## src/rtl/pipeline_pkg.sv

```systemverilog
// Shared pipeline constants: instruction field positions, default load/store
// opcodes, the hard-wired zero register and small decode helpers.
package pipeline_pkg;

    localparam int OP_HI = 31;
    localparam int OP_LO = 27;
    localparam int RD_HI = 26;
    localparam int RD_LO = 22;
    localparam int RS_HI = 21;
    localparam int RS_LO = 17;
    localparam int RT_HI = 16;
    localparam int RT_LO = 12;

    localparam logic [4:0] LW_OP_DEFAULT = 5'b01000;
    localparam logic [4:0] SW_OP_DEFAULT = 5'b00111;
    localparam logic [4:0] REG_ZERO      = 5'd0;

    typedef logic [4:0] reg_idx_t;

    typedef struct packed {
        reg_idx_t op;
        reg_idx_t rd;
        reg_idx_t rs;
        reg_idx_t rt;
    } insn_fields_t;

    // A pending destination blocks a source read; r0 is never a real dependency.
    function automatic logic reg_hit(input reg_idx_t entry, input reg_idx_t src);
        return (src != REG_ZERO) && (entry == src);
    endfunction

endpackage

```

## src/rtl/load_use_scoreboard_if.sv

```systemverilog
// Decode-side handshake between the decode stage and the load-use scoreboard.
interface load_use_scoreboard_if #(
    parameter int DEPTH = 4
) ();
    logic                       decode_valid;
    logic [31:0]                decode_insn;
    logic                       issue;
    logic                       load_done;
    logic                       flush;
    logic                       stall;
    logic [$clog2(DEPTH+1)-1:0] pending_count;
    logic                       underflow_err;

    modport master (
        output decode_valid, decode_insn, issue, load_done, flush,
        input  stall, pending_count, underflow_err
    );

    modport slave (
        input  decode_valid, decode_insn, issue, load_done, flush,
        output stall, pending_count, underflow_err
    );
endinterface

```

## src/rtl/dest_fifo.sv

```systemverilog
// In-order FIFO of outstanding load destination registers. Exposes every
// storage slot plus a per-slot valid mask so the owner can compare all of them.
module dest_fifo
    import pipeline_pkg::*;
#(
    parameter int DEPTH = 4,
    parameter int CW    = $clog2(DEPTH+1)
) (
    input  logic                  clock,
    input  logic                  reset_n,
    input  logic                  push,
    input  logic                  pop,
    input  logic                  flush,
    input  reg_idx_t              din,
    output logic                  full,
    output logic                  empty,
    output logic [CW-1:0]         count,
    output reg_idx_t [DEPTH-1:0]  entries,
    output logic [DEPTH-1:0]      valid
);
    localparam int PW = $clog2(DEPTH);

    logic [CW-1:0]        count_d, count_q;
    logic [PW-1:0]        rd_ptr_d, rd_ptr_q;
    logic [PW-1:0]        wr_ptr_d, wr_ptr_q;
    reg_idx_t [DEPTH-1:0] mem_d, mem_q;
    logic                 do_push, do_pop;

    // Pointers wrap at DEPTH, which need not be a power of two.
    function automatic logic [PW-1:0] ptr_inc(input logic [PW-1:0] p);
        if (int'(p) == DEPTH - 1) return '0;
        return p + PW'(1);
    endfunction

    assign full    = (count_q == CW'(DEPTH));
    assign empty   = (count_q == '0);
    assign count   = count_q;
    assign entries = mem_q;
    // A full FIFO still accepts a push when the oldest entry leaves this cycle.
    assign do_pop  = pop & ~empty;
    assign do_push = push & (~full | do_pop);

    // Slot i is live when it lies within count entries of the read pointer.
    always_comb begin
        valid = '0;
        for (int i = 0; i < DEPTH; i++) begin
            if (((i + DEPTH - int'(rd_ptr_q)) % DEPTH) < int'(count_q)) valid[i] = 1'b1;
        end
    end

    // Next-state: flush wins over push and pop.
    always_comb begin
        count_d  = count_q;
        rd_ptr_d = rd_ptr_q;
        wr_ptr_d = wr_ptr_q;
        mem_d    = mem_q;
        if (flush) begin
            count_d  = '0;
            rd_ptr_d = '0;
            wr_ptr_d = '0;
        end else begin
            if (do_push) begin
                mem_d[wr_ptr_q] = din;
                wr_ptr_d        = ptr_inc(wr_ptr_q);
            end
            if (do_pop) rd_ptr_d = ptr_inc(rd_ptr_q);
            if (do_push && !do_pop) count_d = count_q + CW'(1);
            else if (do_pop && !do_push) count_d = count_q - CW'(1);
        end
    end

    // Control state: cleared immediately by reset.
    always_ff @(posedge clock or negedge reset_n) begin
        if (!reset_n) begin
            count_q  <= '0;
            rd_ptr_q <= '0;
            wr_ptr_q <= '0;
        end else begin
            count_q  <= count_d;
            rd_ptr_q <= rd_ptr_d;
            wr_ptr_q <= wr_ptr_d;
        end
    end

    // Destination storage: contents only matter under the valid mask.
    always_ff @(posedge clock) begin
        mem_q <= mem_d;
    end
endmodule

```

## src/rtl/load_use_scoreboard.sv

```systemverilog
// Load-use hazard scoreboard: tracks outstanding load destinations and stalls
// decode when an instruction reads one of them or the tracker is full.
// Optional feature macro STALL_STATS_EN adds a saturating stall-cycle counter.
module load_use_scoreboard
    import pipeline_pkg::*;
#(
    parameter int         DEPTH = 4,
    parameter logic [4:0] LW_OP = LW_OP_DEFAULT,
    parameter logic [4:0] SW_OP = SW_OP_DEFAULT
) (
    input  logic                 clock,
    input  logic                 reset_n,
    load_use_scoreboard_if.slave bus
`ifdef STALL_STATS_EN
    ,
    output logic [31:0]          stall_cycles
`endif
);
    localparam int CW = $clog2(DEPTH+1);

    insn_fields_t         f;
    logic                 is_load, uses_rt;
    logic                 hazard, full_block;
    logic                 push, pop;
    logic                 fifo_full, fifo_empty;
    logic [CW-1:0]        count;
    reg_idx_t [DEPTH-1:0] entries;
    logic [DEPTH-1:0]     entry_valid;
    logic                 underflow_d, underflow_q;
    logic                 unused_insn_bits;

    assign f.op = bus.decode_insn[OP_HI:OP_LO];
    assign f.rd = bus.decode_insn[RD_HI:RD_LO];
    assign f.rs = bus.decode_insn[RS_HI:RS_LO];
    assign f.rt = bus.decode_insn[RT_HI:RT_LO];
    assign unused_insn_bits = ^bus.decode_insn[RT_LO-1:0];

    // Every op reads rs; a store reads rt only as a base it already has.
    assign is_load = (f.op == LW_OP);
    assign uses_rt = (f.op != SW_OP);

    // Compare decode sources against every live entry, including one popping now.
    always_comb begin
        hazard = 1'b0;
        for (int i = 0; i < DEPTH; i++) begin
            if (entry_valid[i]) begin
                if (reg_hit(entries[i], f.rs)) hazard = 1'b1;
                if (uses_rt && reg_hit(entries[i], f.rt)) hazard = 1'b1;
            end
        end
    end

    assign full_block        = is_load & fifo_full & ~bus.load_done;
    assign bus.stall         = bus.decode_valid & (hazard | full_block);
    assign push              = bus.issue & bus.decode_valid & is_load & ~bus.stall;
    assign pop               = bus.load_done & ~fifo_empty;
    assign bus.pending_count = count;
    assign bus.underflow_err = underflow_q;

    dest_fifo #(.DEPTH(DEPTH), .CW(CW)) u_fifo (
        .clock   (clock),
        .reset_n (reset_n),
        .push    (push),
        .pop     (pop),
        .flush   (bus.flush),
        .din     (f.rd),
        .full    (fifo_full),
        .empty   (fifo_empty),
        .count   (count),
        .entries (entries),
        .valid   (entry_valid)
    );

    // Underflow is sticky: a writeback with nothing outstanding latches it.
    always_comb begin
        underflow_d = underflow_q | (bus.load_done & fifo_empty);
    end

    // Underflow flag register, cleared only by reset.
    always_ff @(posedge clock or negedge reset_n) begin
        if (!reset_n) underflow_q <= 1'b0;
        else          underflow_q <= underflow_d;
    end

`ifdef STALL_STATS_EN
    logic [31:0] stall_cycles_d, stall_cycles_q;

    // Saturating count of stalled cycles; flush does not clear it.
    always_comb begin
        stall_cycles_d = stall_cycles_q;
        if (bus.stall && (stall_cycles_q != '1)) stall_cycles_d = stall_cycles_q + 32'd1;
    end

    // Stall statistics register.
    always_ff @(posedge clock or negedge reset_n) begin
        if (!reset_n) stall_cycles_q <= '0;
        else          stall_cycles_q <= stall_cycles_d;
    end

    assign stall_cycles = stall_cycles_q;
`endif
endmodule

```

## src/flat_wrapper.sv

```systemverilog
// flat-port wrapper written by rule: the top's interface ports become plain ports
module load_use_scoreboard_flat import pipeline_pkg::*;
#(
    parameter int         DEPTH = 4,
    parameter logic [4:0] LW_OP = LW_OP_DEFAULT,
    parameter logic [4:0] SW_OP = SW_OP_DEFAULT
)
  (clock, reset_n, bus_decode_valid, bus_decode_insn, bus_issue, bus_load_done, bus_flush, bus_stall, bus_pending_count, bus_underflow_err);
  load_use_scoreboard_if #(.DEPTH(DEPTH)) bus_i ();
  input  logic clock;
  input  logic reset_n;
  input wire logic [$bits(bus_i.decode_valid)-1:0] bus_decode_valid;
  input wire logic [$bits(bus_i.decode_insn)-1:0] bus_decode_insn;
  input wire logic [$bits(bus_i.issue)-1:0] bus_issue;
  input wire logic [$bits(bus_i.load_done)-1:0] bus_load_done;
  input wire logic [$bits(bus_i.flush)-1:0] bus_flush;
  output wire logic [$bits(bus_i.stall)-1:0] bus_stall;
  output wire logic [$bits(bus_i.pending_count)-1:0] bus_pending_count;
  output wire logic [$bits(bus_i.underflow_err)-1:0] bus_underflow_err;
  assign bus_i.decode_valid = bus_decode_valid;
  assign bus_i.decode_insn = bus_decode_insn;
  assign bus_i.issue = bus_issue;
  assign bus_i.load_done = bus_load_done;
  assign bus_i.flush = bus_flush;
  assign bus_stall = bus_i.stall;
  assign bus_pending_count = bus_i.pending_count;
  assign bus_underflow_err = bus_i.underflow_err;
  load_use_scoreboard #(.DEPTH(DEPTH), .LW_OP(LW_OP), .SW_OP(SW_OP)) u_core (.clock(clock), .reset_n(reset_n), .bus(bus_i));
endmodule
```

## config.mk

```make
export PLATFORM = sky130hd
export DESIGN_NAME = load_use_scoreboard_flat
export DESIGN_NICKNAME = d
export VERILOG_FILES = /design/src/rtl/pipeline_pkg.sv /design/src/rtl/load_use_scoreboard_if.sv /design/src/rtl/dest_fifo.sv /design/src/rtl/load_use_scoreboard.sv /design/src/flat_wrapper.sv
export SDC_FILE = /design/constraint.sdc
export NUM_CORES = 1
export LEC_CHECK = 0
export CORE_UTILIZATION = 40
export CTS_BUF_LIST = sky130_fd_sc_hd__clkbuf_8
export DETAILED_ROUTE_END_ITERATION = 16
export PLACE_DENSITY = 0.77
export SETUP_SLACK_MARGIN = 0.4
export SLEW_MARGIN = 25
export SYNTH_ARGS = -nofsm -noshare
export SYNTH_HDL_FRONTEND = slang
export SYNTH_HIERARCHICAL = 1
export SYNTH_SLANG_ARGS = --single-unit
```

## constraint.sdc

```tcl
create_clock -name clock -period 4.5 [get_ports clock]
set_input_delay 1.35 -clock clock [delete_from_list [all_inputs] [get_ports clock]]
set_output_delay 1.35 -clock clock [all_outputs]
set_load 0.1 [all_outputs]
```

==> impl_results.md, run 1 <==
- Row count: 25
- Synth cell count leaders: 32 x xor2_1, 20 x edfxtp_1, 12 x nor2_1, 9 x ha_1, 9 x xnor2_1
- Clock Sinks: 28
- Cell depth of the worst flop-to-flop path: 13
- Die X: 71.8 um
- Critical path's top delay family: simple AND/OR/NAND/NOR gates
- Post-synth EDFFs: 20
- Yosys top cell area share: 0.308
- Async SR Flop Fraction: 0.286
- Combinational fraction of design power: 0.123
- GR Overflow Total: 0
- Yosys warnings: 6
- Reg power frac: 0.518
- Max_cap viols: 0
- Startpoint types: input port
- Clock Pin Slew Worst Setup and Hold Paths: 0.09 ns
- Synth Instances: 184
- Vias per cell: 5.18
- Hold endpoint: u_core/bus.underflow_err$_DFF_PN0_
- Sw Pwr: 0.000103 W
- Area Overhead vs Synth: 27.8%
- Drt initial violations: 55
- Status: complete, no violations
- Clk root buf: clkbuf_8
- Mapped Area: 0.00195 mm^2
- Synthesized flop and latch total: 28
- Post-route clock period utilization: 0.906
- Via count: between 1000 and 1500
- Synth Flop Type: edfxtp_1
- Pre-CTS setup slack: -0.0329 ns
- Syn Area/Cell: about 11 um^2
- CTS Buf Count: 3
- Pwr/cell area: approximately 210 mW/mm^2
- Slowest cell on the critical path: nor4_1
- Drt drc: 0
- Clock Skew: 0.00488 ns
- Io pins: 43
- Synth Net Count: 232
- FILL cells: 416
- CP max FO: 3
- Setup ws final: 0.422 ns
- Hold buffer count at CTS: 0
- Final WL: slightly below 4000 um
- Hold Startpoint: u_core/bus.underflow_err$_DFF_PN0_
- Drt first pass iters: 4
- CTS tree: yes
- Chip Height: between 70 and 80 um
- Max Freq: 245 MHz
- Post-Place Cell Area: about 0.0024 mm^2
- Clock buffer depth: 2
- RR Endpoint: u_core/u_fifo/count[1]$_DFFE_PN0P_
- Routed length per instance: 13.9 um
- Worst reg2reg setup slack: 1.32 ns
- Crit. End Element: output port
- Clock period minus final worst setup slack: 4.08 ns
- Synth top area cells: edfxtp_1 31%, xor2_1 14%, dfrtp_1 10%, ha_1 5.8%, xnor2_1 4.0%
- Final standard cell area without fillers: 0.00249 mm^2
- Largest net degree at the start of global routing: 17
- Cell accounting for the most synthesized area: edfxtp_1
- Clk Latency, worst-skew pair: 0.27 ns
- Hold depth: 1
- Floorplan core area: between 0.004 and 0.005 mm^2
- Slew HR: 0.354
- RSZ-0062 raised after global routing: true
- R2R Path Start: u_core/u_fifo/rd_ptr_q[0]$_DFFE_PN0P_
- Data required, critical path: 3.15 ns
- Placer Congestion: 0.885
- DRT antenna net count: 0
- Gr usage total: 0.157
- Sw Share: 0.193
- CP Buf/Inv Count: 3
- WP data arrival: approximately 2.7 ns
- Ratio of cells with drive above 1 in the final layout: 0.225
- Final net count: 271
- Dpl hpwl: 3050 um
- Setup Buffers After CTS: 0
- Crit-path cells: buf_8, buf_6, xor2_1, nor4_1, nand3_1, nand4_1, a211o_1, and2_4, buf_12
- Number of global-route vias before repair: 1362
- Global-route wire length before repair: 6280 um
- Peak supply drop: 0.000134 V
- Initial Util: 0.416
- Largest stage delay, worst path: ~0.34 ns
- Leakage: approximately 1.0 nW
- Synth cell types: 44
- Initial antenna violation count: 0
- # diodes: 0
- Fin. Hold Viols: 0
- Clock power share: 0.359
- Most common cell in the netlist: xor2_1
- H-tree levels: 1
- Internal: 0.000431 W
- Port bufs: 30
- Final-report setup violation count: 0
- Crit path kind: in -> out
- Worst-margin pin slew: 0.966 ns
- Slew Viols, Final: 0
- Register area share after synthesis: 0.411
- DIE AREA: 0.00516 mm^2
- Min-Delay Path Class: reg -> reg
[worst max-delay path by stage]
stage | start | endpoint | cells after the start
floorplan | bus_decode_insn[17] | bus_stall | 7
global placement | bus_decode_insn[21] | bus_stall | 9
detailed placement | bus_decode_insn[21] | bus_stall | 9
CTS | bus_decode_insn[28] | bus_stall | 8
global route | bus_decode_insn[21] | bus_stall | 9
finish | bus_decode_insn[16] | bus_stall | 9
[repair_timing]
| action | CTS | global route |
|---|---|---|
| pin swaps | 15 | 9 |
| resized for setup | 47 | 14 |
| endpoints found under the setup margin | 1 | 1 |
| gates cloned | 0 | 0 |
[layout by cell type, fill, tap and decap left out, drive strengths merged, types with 2 or more instances in the layout]
| cell | count |
|---|---|
| xor2 | 32 |
| buf | 25 |
| edfxtp | 20 |
| clkdlybuf4s50 | 15 |
| nor2 | 12 |
| xnor2 | 9 |
| ha | 9 |
| nor4 | 9 |
| nand3 | 8 |
| dfrtp | 8 |
| inv | 7 |
| a21oi | 6 |
| clkbuf | 5 |
| nand2b | 5 |
| nor3b | 4 |
| nor3 | 4 |
| dlygate4sd2 | 3 |
| nand4 | 3 |
| nand2 | 3 |
| or2 | 3 |
| mux2 | 3 |
| mux2i | 3 |
| nor2b | 2 |
| or3 | 2 |
| a31oi | 2 |
| o21ai | 2 |
[power groups by stage]
| stage | logic (W) | registers (W) | clock network (W) |
|---|---|---|---|
| 2_1_floorplan | 0.0000309 | 0.000282 | 0 |
| 3_3_place_gp | 0.0000625 | 0.000282 | 0 |
| 3_5_place_dp | 0.0000635 | 0.000282 | 0 |
| 4_1_cts | 0.0000626 | 0.000277 | 0.000195 |
| 5_1_grt | 0.0000713 | 0.000277 | 0.000207 |
| 6_report | 0.0000659 | 0.000277 | 0.000192 |
[cell type report]
type                            count  area (um^2)  share of cell area
Multi-Input combinational cell    136         1100               0.442
Inverter                            7         26.3              0.0105
Clock inverter                      1         30.0              0.0120
Timing Repair Buffer               47          424               0.170
Clock buffer                        3         41.3              0.0166
Tap cell                           54         67.6              0.0271
Sequential cell                    28          802               0.322
[kinds of logic after synthesis]
| family | synth area share |
|---|---|
| AO/OA/AOI/OAI | 0.0641 |
| XOR/XNOR | 0.184 |
| adder cells (fa/ha/maj) | 0.0680 |
| buffers and inverters | 0.0558 |
| flip-flops | 0.411 |
| multiplexers | 0.0327 |
| AND/OR/NAND/NOR | 0.185 |
[metal layers]
layer,track usage,share of wire,wire length [um]
met1,0.216,0.46,1760
met3,0.0155,0.036,137
met2,0.257,0.50,1910
met4,0.0588,0.0088,34
met5,0,0,0
[sequential cells by signal, indices dropped and copies added (netlist names)]
name                      flops
u_core/u_fifo/rd_ptr_q        2
u_core/u_fifo/count           3
u_core/u_fifo/entries        20
u_core/bus.underflow_err      1
u_core/u_fifo/wr_ptr_q        2
[stage by stage]
stage	total power [W]	util	instances	setup TNS, ns	hold WS, ns
after floorplan	0.000313	-	184	0	0.542
after global placement	0.000345	0.506	272	-0.00379	0.442
after detailed placement	0.000346	0.506	272	-0.0329	0.475
after CTS	0.000534	0.523	276	0	0.496
after global routing	0.000555	0.531	276	0	0.503
final	0.000534	0.531	276	0	0.494
Power figures use the tool's default switching activity.
==> run 2, diff against run 1 <==
CORE_UTILIZATION = 29   (was 40)
PLACE_DENSITY = 0.62   (was 0.77)
REMOVE_ABC_BUFFERS = 1   (was default)
==> run 2 against run 1 <==
- the flow now finishes with violations (DRC)
- global-route usage down 3.4 points
- register-to-register slack better by 0.02 ns
- sequential power about the same
- first-iteration DRC count down 18%
- setup slack better by 0.0019 ns
- routed wire length up 8.6%
- combinational power up 2%
- die area up 37%
- sequential share of layout area down 0.65 points
- final cell count up 10%
- design area up 1.9%
- highest routed layer unchanged
==> impl_results.md, run 2 (synthesis results as in run 1) <==
- Placer Congestion: 0.822 (-7.2%)
- Max Freq: 245 MHz (about the same)
- Worst-margin pin slew: 0.963 ns (-0.00265 ns)
- DRT antenna net count: 0 (unchanged)
- Vias per cell: 4.82 (-6.9%)
- Clock Skew: 0.00386 ns (-0.00102 ns)
- FILL cells: 624 (+50%)
- Row count: 29 (+16%)
- WP data arrival: 2.73 ns (about the same)
- Chip Height: 84.0 um (+17%)
- DIE AREA: 0.00706 mm^2 (+37%)
- RSZ-0062 raised after global routing: true
- Worst reg2reg setup slack: 1.34 ns (+0.02 ns)
- Number of global-route vias before repair: 1447 (+6.2%)
- Hold depth: 1 (unchanged)
- Area Overhead vs Synth: 30.3%
- CTS Buf Count: 3 (unchanged)
- Commonest cells after routing, fill and taps aside: 30 x xor2_1, 20 x edfxtp_1, 18 x buf_4
- Final standard cell area without fillers: 0.00254 mm^2 (+1.9%)
- Io pins: 43 (unchanged)
- Drt initial violations: 45 (-18%)
- Cell depth of the worst flop-to-flop path: 13 (unchanged)
- Hold endpoint: u_core/bus.underflow_err$_DFF_PN0_
- CTS tree: yes
- Clk Latency, worst-skew pair: 0.27 ns (about the same)
- Via count: 1466 (+2.6%)
- Peak supply drop: 0.000104 V (-23%)
- Floorplan core area: 0.00642 mm^2 (+37%)
- Pwr/cell area: 212 mW/mm^2 (-1.1%)
- Most common cell after layout, fill and taps aside: xor2_1
- Ratio of cells with drive above 1 in the final layout: 0.242 (+0.0171)
- Min-Delay Path Class: reg -> reg
- Final net count: 276 (+1.8%)
- Post-layout total power: 0.000538 W (+0.77%)
- Global-route wire length before repair: 6870 um (+9.4%)
- RR Endpoint: u_core/u_fifo/count[2]$_DFFE_PN0P_
- Non-Filler Instances: 304 (+10%)
- Combinational fraction of design power: 0.124 (about the same)
- Largest net degree at the start of global routing: 17 (unchanged)
- Clk root buf: clkbuf_8
- Leakage: 1.02 nW (+1.7%)
- Dpl hpwl: 3330 um (+9.3%)
- Post-Place Cell Area: 0.00242 mm^2 (+1.7%)
- GR Overflow Total: 0 (unchanged)
- Failing checks: DRC
- Hold buffer count at CTS: 0 (unchanged)
- Internal: 0.000432 W (+0.21%)
- Utilization after layout: 0.396 (-0.136)
- Clock Pin Slew Worst Setup and Hold Paths: 0.09 ns (about the same)
- Slew HR: 0.356 (+0.00177)
- Final-report setup violation count: 0 (unchanged)
- Clock power share: 0.362 (+0.003)
- Crit. End Element: output port
- Clock period minus final worst setup slack: 4.08 ns (-0.00189 ns)
- Status: complete, but fails checks
- Gr usage total: 0.123 (-0.0340)
- R2R Path Start: u_core/u_fifo/rd_ptr_q[0]$_DFFE_PN0P_
- Sw Share: 0.198 (+0.00455)
- Sw Pwr: 0.000107 W (+3.1%)
- Clock Sinks: 28 (unchanged)
- Crit path kind: in -> out
- Drt drc: 1 (+1)
- Port bufs: 30 (unchanged)
- H-tree levels: 1 (unchanged)
- Clock buffer depth: 2 (unchanged)
- Data required, critical path: 3.15 ns (about the same)
- # diodes: 0 (unchanged)
- Post-route clock period utilization: 0.906 (about the same)
- Routed length per instance: 13.7 um (-1.4%)
- Initial antenna violation count: 0 (unchanged)
- Hold Startpoint: u_core/bus.underflow_err$_DFF_PN0_
- Die X: 84.0 um (+17%)
- Initial Util: 0.304 (-0.112)
- Drt first pass iters: 10 (+6)
- Reg power frac: 0.514 (-0.004)
- Setup ws final: 0.424 ns (+0.00190 ns)
- Slew Viols, Final: 0 (unchanged)
- Startpoint types: input port
- Pre-CTS setup slack: -0.113 ns (-0.0801 ns)
- Fin. Hold Viols: 0 (unchanged)
- Inst Count DP: 297 (+9.2%)
- Final WL: 4180 um (+8.6%)
- CP max FO: 3 (unchanged)
- Flip-flop count of the largest register after layout: 20 (unchanged)
- Max_cap viols: 0 (unchanged)
==> run 2: how the worst max path moves through the flow <==
stage / start / to / slack (ns) / depth (start not counted)
2_1_floorplan: u_core/u_fifo/count[1]$_DFFE_PN0P_ / bus_stall / 0.18 / 8
3_3_place_gp: bus_decode_insn[20] / bus_stall / -0.14 / 8
3_5_place_dp: bus_decode_insn[20] / bus_stall / -0.11 / 8
4_1_cts: bus_decode_insn[15] / bus_stall / 0.40 / 9
5_1_grt: bus_decode_insn[17] / bus_stall / 0.33 / 8
6_report: bus_decode_insn[18] / bus_stall / 0.42 / 9
==> run 2: metrics by stage <==
step | hold slack, ns | setup TNS (ns)
final | 0.473 | 0
after global routing | 0.506 | 0
after CTS | 0.472 | 0
after detailed placement | 0.446 | -0.113
after global placement | 0.444 | -0.137
after floorplan | 0.543 | 0
==> run 2: area by class of cell <==
cell class                 instances  area, um^2  area share
tap                               77        96.3      0.0379
sequential                        28         801       0.315
inverter                           7        26.3      0.0103
clock buffer                       3        41.3      0.0162
clock inverter                     1        30.0      0.0118
timing repair buffer              52         447       0.176
multi-input combinational        136        1100       0.433
==> run 2: power by group through the flow <==
stage	Combinational [W]	Sequential [W]	Clock, W
after global routing	0.0000725	0.000277	0.000211
after floorplan	0.0000179	0.000282	0
final	0.0000669	0.000277	0.000195
after detailed placement	0.0000647	0.000282	0
after global placement	0.0000636	0.000282	0
after CTS	0.0000668	0.000277	0.000199
==> run 2: layer usage <==
layer  share of wire  vias to the layer above  global-route usage  wire length [um]
met2            0.48                       24               0.212              2020
li1                -                      722                   -                 -
met1            0.48                      715               0.157              1980
met5               0                        -                   0                 0
met4           0.016                        0              0.0470                66
met3           0.026                        5              0.0129               107
==> run 2: repair_timing <==
item	in CTS	in global routing
resized for setup	66	1
endpoints found under the setup margin	1	1
setup buffers	3	0
cloned	0	0
pin swaps	16	4
==> run 2: critical path, cell delays in order <==
cell,delay (ns)
buf_6,0.10
buf_6,0.12
xor2_1,0.15
nor4_1,0.33
nand4_1,0.13
nand3_1,0.09
a211o_1,0.13
and2_4,0.16
buf_12,0.16
